<file path="config.mk">
export PLATFORM = sky130hd
export DESIGN_NAME = control_fsm
export DESIGN_NICKNAME = d
export VERILOG_FILES = /design/src/rtl/cpu_pkg.sv /design/src/rtl/cu_decode.sv /design/src/rtl/control_fsm.sv
export SDC_FILE = /design/constraint.sdc
export NUM_CORES = 1
export LEC_CHECK = 0
export ABC_AREA = 0
export ABC_CLOCK_PERIOD_IN_PS = 2350
export CAP_MARGIN = 20
export CORE_ASPECT_RATIO = 1.4
export CORE_MARGIN = 5
export CORE_UTILIZATION = 29
export DETAILED_ROUTE_END_ITERATION = 10
export MAX_ROUTING_LAYER = met4
export SYNTH_ARGS = -nofsm -noshare
export SYNTH_HDL_FRONTEND = slang
export SYNTH_SLANG_ARGS = --single-unit
</file>
<file path="constraint.sdc">
create_clock -name clock -period 2.35 [get_ports clock]
set_input_delay 0.705 -clock clock [delete_from_list [all_inputs] [get_ports clock]]
set_output_delay 0.705 -clock clock [all_outputs]
set_load 0.005 [all_outputs]
</file>
<file path="src/rtl/cpu_pkg.sv">
// Shared CPU definitions: opcodes, ALU encodings, control states and
// instruction classes used by the control unit, datapath and ALU.
package cpu_pkg;

    localparam int OP_NOP  = 0;
    localparam int OP_MV   = 1;
    localparam int OP_ADD  = 2;
    localparam int OP_SUB  = 3;
    localparam int OP_MVI  = 4;
    localparam int OP_AND  = 5;
    localparam int OP_OR   = 6;
    localparam int OP_XOR  = 7;
    localparam int OP_MVNZ = 8;
    localparam int OP_LD   = 9;
    localparam int OP_ST   = 10;

    localparam logic [2:0] ALU_NOP = 3'd0;
    localparam logic [2:0] ALU_ADD = 3'd1;
    localparam logic [2:0] ALU_SUB = 3'd2;
    localparam logic [2:0] ALU_AND = 3'd3;
    localparam logic [2:0] ALU_OR  = 3'd4;
    localparam logic [2:0] ALU_XOR = 3'd5;

    typedef enum logic [2:0] {
        S_FETCH,
        S_T1,
        S_T2,
        S_T3,
        S_MWAIT
    } state_e;

    typedef enum logic [2:0] {
        CL_NOP,
        CL_MV,
        CL_MVI,
        CL_MVNZ,
        CL_ALU,
        CL_LD,
        CL_ST,
        CL_ILL
    } instr_cls_e;

    function automatic int ir_width(input int opc_w, input int reg_addr_w);
        return opc_w + 2 * reg_addr_w;
    endfunction

endpackage

</file>
<file path="src/rtl/cu_decode.sv">
// Opcode decoder: maps an opcode to its instruction class and ALU operation.
module cu_decode
    import cpu_pkg::*;
#(
    parameter int OPC_W = 4
) (
    input  logic [OPC_W-1:0] opc,
    output instr_cls_e       cls,
    output logic [2:0]       alu_op
);

    always_comb begin
        cls    = CL_ILL;
        alu_op = ALU_NOP;
        case (int'(opc))
            OP_NOP:  cls = CL_NOP;
            OP_MV:   cls = CL_MV;
            OP_MVI:  cls = CL_MVI;
            OP_MVNZ: cls = CL_MVNZ;
            OP_LD:   cls = CL_LD;
            OP_ST:   cls = CL_ST;
            OP_ADD:  begin cls = CL_ALU; alu_op = ALU_ADD; end
            OP_SUB:  begin cls = CL_ALU; alu_op = ALU_SUB; end
            OP_AND:  begin cls = CL_ALU; alu_op = ALU_AND; end
            OP_OR:   begin cls = CL_ALU; alu_op = ALU_OR;  end
            OP_XOR:  begin cls = CL_ALU; alu_op = ALU_XOR; end
            default: cls = CL_ILL;
        endcase
    end

endmodule

</file>
<file path="src/rtl/control_fsm.sv">
// Multi-cycle CPU control unit: owns IR and step state, sequences datapath
// enables for register moves, ALU ops and load/store with memory handshake.
module control_fsm
    import cpu_pkg::*;
#(
    parameter  int REG_ADDR_W  = 3,
    parameter  int OPC_W       = 4,
    parameter  int MEM_TIMEOUT = 0,
    localparam int NUM_REGS    = 2 ** REG_ADDR_W,
    localparam int IR_W        = OPC_W + 2 * REG_ADDR_W
) (
    input  logic                  clock,
    input  logic                  resetn,
    input  logic                  run,
    input  logic [IR_W-1:0]       din,
    input  logic                  g_zero,
    input  logic                  mem_ready,
    output logic                  ir_load,
    output logic [REG_ADDR_W-1:0] rout,
    output logic [NUM_REGS-1:0]   rin,
    output logic                  ain,
    output logic                  gin,
    output logic                  gout,
    output logic                  dinout,
    output logic [2:0]            alu_op,
    output logic                  addr_in,
    output logic                  dout_in,
    output logic                  mem_req,
    output logic                  mem_we,
    output logic                  done,
    output logic                  illegal,
    output logic                  bus_err
);

    localparam int CNT_W = (MEM_TIMEOUT > 0) ? $clog2(MEM_TIMEOUT + 1) : 1;

    state_e                  state, state_nxt;
    logic [IR_W-1:0]         ir;
    logic [CNT_W-1:0]        wait_cnt;
    logic [OPC_W-1:0]        opc;
    logic [REG_ADDR_W-1:0]   rx, ry;
    logic [NUM_REGS-1:0]     rx_hot;
    instr_cls_e              cls;
    logic [2:0]              dec_alu_op;
    logic                    timed_out;

    assign opc    = ir[IR_W-1 -: OPC_W];
    assign rx     = ir[2*REG_ADDR_W-1 -: REG_ADDR_W];
    assign ry     = ir[REG_ADDR_W-1:0];
    assign rx_hot = NUM_REGS'(1) << rx;

    cu_decode #(.OPC_W(OPC_W)) u_decode (
        .opc    (opc),
        .cls    (cls),
        .alu_op (dec_alu_op)
    );

    // Counter holds the number of MWAIT cycles already spent without mem_ready.
    assign timed_out = (MEM_TIMEOUT != 0) && (wait_cnt == CNT_W'(MEM_TIMEOUT));

    always_ff @(posedge clock) begin
        if (!resetn) begin
            state    <= S_FETCH;
            ir       <= '0;
            wait_cnt <= '0;
        end else begin
            state    <= state_nxt;
            if (state == S_FETCH && run)
                ir <= din;
            wait_cnt <= (state == S_MWAIT && !mem_ready) ? wait_cnt + 1'b1 : '0;
        end
    end

    always_comb begin
        state_nxt = state;
        ir_load   = 1'b0;
        rout      = '0;
        rin       = '0;
        ain       = 1'b0;
        gin       = 1'b0;
        gout      = 1'b0;
        dinout    = 1'b0;
        alu_op    = ALU_NOP;
        addr_in   = 1'b0;
        dout_in   = 1'b0;
        mem_req   = 1'b0;
        mem_we    = 1'b0;
        done      = 1'b0;
        illegal   = 1'b0;
        bus_err   = 1'b0;
        if (resetn) begin
            case (state)
                S_FETCH: begin
                    if (run) begin
                        ir_load   = 1'b1;
                        state_nxt = S_T1;
                    end
                end
                S_T1: begin
                    case (cls)
                        CL_NOP: done = 1'b1;
                        CL_MV: begin
                            rout = ry;
                            rin  = rx_hot;
                            done = 1'b1;
                        end
                        CL_MVI: begin
                            dinout = 1'b1;
                            rin    = rx_hot;
                            done   = 1'b1;
                        end
                        CL_MVNZ: begin
                            done = 1'b1;
                            if (!g_zero) begin
                                rout = ry;
                                rin  = rx_hot;
                            end
                        end
                        CL_ALU: begin
                            rout      = rx;
                            ain       = 1'b1;
                            state_nxt = S_T2;
                        end
                        CL_LD: begin
                            rout      = ry;
                            addr_in   = 1'b1;
                            state_nxt = S_MWAIT;
                        end
                        CL_ST: begin
                            rout      = ry;
                            addr_in   = 1'b1;
                            state_nxt = S_T2;
                        end
                        default: begin
                            illegal = 1'b1;
                            done    = 1'b1;
                        end
                    endcase
                end
                S_T2: begin
                    if (cls == CL_ALU) begin
                        rout      = ry;
                        gin       = 1'b1;
                        alu_op    = dec_alu_op;
                        state_nxt = S_T3;
                    end else if (cls == CL_ST) begin
                        rout      = rx;
                        dout_in   = 1'b1;
                        state_nxt = S_MWAIT;
                    end else begin
                        state_nxt = S_FETCH;
                    end
                end
                S_T3: begin
                    gout = 1'b1;
                    rin  = rx_hot;
                    done = 1'b1;
                end
                S_MWAIT: begin
                    mem_req = 1'b1;
                    mem_we  = (cls == CL_ST);
                    // A late mem_ready still completes the access over a timeout.
                    if (mem_ready) begin
                        done = 1'b1;
                        if (cls == CL_LD) begin
                            dinout = 1'b1;
                            rin    = rx_hot;
                        end
                    end else if (timed_out) begin
                        bus_err = 1'b1;
                        done    = 1'b1;
                    end
                end
                default: state_nxt = S_FETCH;
            endcase
            if (done)
                state_nxt = S_FETCH;
        end
    end

endmodule

</file>
==> metrics.yaml <==
status: "complete, but fails checks"
violations: "negative setup slack"
hold_viol_final: 0
post_drt_via_cell_ratio: 5.21
wl_met3_um: 145
grt_usage_pct: 17.6
fin_worst_skew_ps: 5.82
numCtsBuffers: 3
io_pins: 41
synth_area_leaders: "dfxtp_1 24%, nand2_1 11%, nor4b_2 5.5%"
fin_area_um2: 2020
cp_slowest_cell: "and3_4"
required_ps: 1640
cap_violations: 0
critPathCaptureType: "output port"
worstSetupStartpointType: "input pin"
synth_edf_count: 0
drc_errors: 0
drv_slew: 0
crit_path_cell_trace: "buf_8, nor3b_2, o311ai_1, and3_4, nor4b_4, buf_2"
m1WireLength_mm: 1.53
layout.nets: 232
core_um2: 3640
min_period_ps: 2440
ant_nets: 0
drtIter0Drc: 42
p_per_area_nw_per_um2: 368
cpPeakStageDelay_ps: 250
synth_area_um2: 1100
synth_largest_area_cell: "dfxtp_1"
grt_max_degree: 14
tns_ps: -444
place.gp.congestion: 0.849
yosysSeqAreaShare_pct: 23.7
hold_class: "reg -> reg"
synth_nets: 158
cts-root-buf: "clkbuf_8"
p_leak_nw: 0.863
h-tree-depth: 1
path_clk_slew_ps: 50
initial_core_util_pct: 30.1
wl_per_cell_um: 15.8
fmax_ghz: 0.410
grt_pass1_wl_mm: 6.54
antenna_found_initial: 0
crit_type: "in -> out"
dp_hpwl_mm: 2.91
yosys-top-cells-count: "31 x nand2_1, 13 x dfxtp_1, 7 x a21boi_1, 7 x and3_1"
drt-total-wl_mm: 4.08
area_growth_pct: 84.5
yosysTopAreaCellShare_pct: 23.7
vias: 1345
drtPass1Iterations: 4
total_power_uw: 745
port_buffers: 39
irDropWorstVdd_mv: 0.357
place_area_um2: 1680
top_layer: "met4"
timing.final.ws_setup_ps: -86.9
cts_buffer_depth: 2
ys_types: 46
drive_gt1_share_pct: 50.9
rows: 26
cp.arrival_ps: 1730
die-area_um2: 5130
ys_ff_latch: 13
grt.overflow.total: 0
synthCells: 143
die_y_um: 82.8
cts_tree: "built"
clock_latency_ps: 240
grt_pass1_vias: 1371
worstPathMaxFanout: 8
die_width_um: 62.0
setup_violations: 7
synth.most_common_cell: "nand2_1"
synth_ff_type: "dfxtp_1"
min_period_over_period_pct: 104
numClockSinks: 13
async_flop_share_pct: 0
synth_area_per_cell_um2: 7.67
yosys_warnings: 0
n_antenna_cell: 0
wl_met2_mm: 2.28
rsz0062_at_grt: "true"
==> where the power goes <==
group	internal [mW]	switching [mW]
logic	0.150	0.134
registers	0.238	0.0248
clock network	0.120	0.0792
total	0.508	0.238
==> critical path: cells and delay by family <==
kind	cells	cell delay [ps]
compound gates	1	110
simple gates	3	640
buf+inv	2	280
==> path summary, 6_finish.rpt <==
check / startpoint / to / slack (ps) / cells after the start
worst max-delay path: g_zero / rin[3] / -90 / 6
worst max register to register: ir[7]$_SDFFE_PN0P_ / state[2]$_SDFFE_PP0P_ / 680 / 8
worst min register to register: ir[2]$_SDFFE_PN0P_ / ir[2]$_SDFFE_PN0P_ / 500 / 2
worst min-delay path: ir[2]$_SDFFE_PN0P_ / ir[2]$_SDFFE_PN0P_ / 500 / 2
==> cells by family after synthesis <==
kind of cell	after synthesis	synth area share [%]
other	1	0.342
DFF	13	23.7
and+or+nand+nor	80	45.3
AOI/OAI and AO/OA	34	22.1
muxes	1	0.912
xor gates and xnor gates	2	1.60
buffers and inverters	12	6.04
==> metal layers <==
metal | up-vias | global-route usage (%)
met2 | 30 | 31.2
li1 | 668 | -
met1 | 636 | 19.4
met5 | - | -
met4 | 0 | 7.64
met3 | 11 | 1.39
==> state kept, by name (all words and copies together), names as in the netlist <==
register,count
ir,10
state,3
==> repair_timing <==
item / 4_1_cts / 5_1_grt
setup endpoints to repair: 25 / 22
setup buffers: 9 / 5
pin swaps: 21 / 7
cloned: 0 / 1
hold buffers: 0 / 0
hold endpoints to repair: 0 / 0
resized for setup: 125 / 25
==> per-stage QoR <==
step / setup slack, ps / cells / hold slack [ps] / utilization [%]
detailed placement: -1050 / 240 / 488 / 46.1
floorplan: 102 / 143 / 449 / -
CTS: -63.5 / 252 / 508 / 52.4
finish: -86.9 / 258 / 503 / 55.6
global placement: -925 / 240 / 477 / 46.1
global route: -132 / 258 / 557 / 55.6
==> placed cells by master, fill, tap and decap left out, drive strengths merged, types with 2 or more instances in the layout <==
| master | n |
|---|---|
| buf | 56 |
| nand2 | 31 |
| dfxtp | 13 |
| a21boi | 11 |
| clkdlybuf4s50 | 10 |
| clkbuf | 8 |
| and3 | 7 |
| nor4b | 7 |
| dlygate4sd2 | 6 |
| nor2 | 6 |
| nand2b | 5 |
| nor2b | 5 |
| clkdlybuf4s15 | 4 |
| a22oi | 4 |
| o21ai | 4 |
| nor3 | 4 |
| nor4 | 3 |
| a21oi | 3 |
| o22ai | 3 |
| nor3b | 3 |
| a32oi | 3 |
| and2 | 2 |
| nand3 | 2 |
==> area by class of cell <==
class                           instances  area [um2]
Fill cell                             342        1620
Tap cell                               42        52.6
Clock buffer                            4        45.0
Multi-Input combinational cell        118         988
Inverter                                1        3.75
Sequential cell                        13         267
Timing Repair Buffer                   80         668
Power figures use the tool's default switching activity.
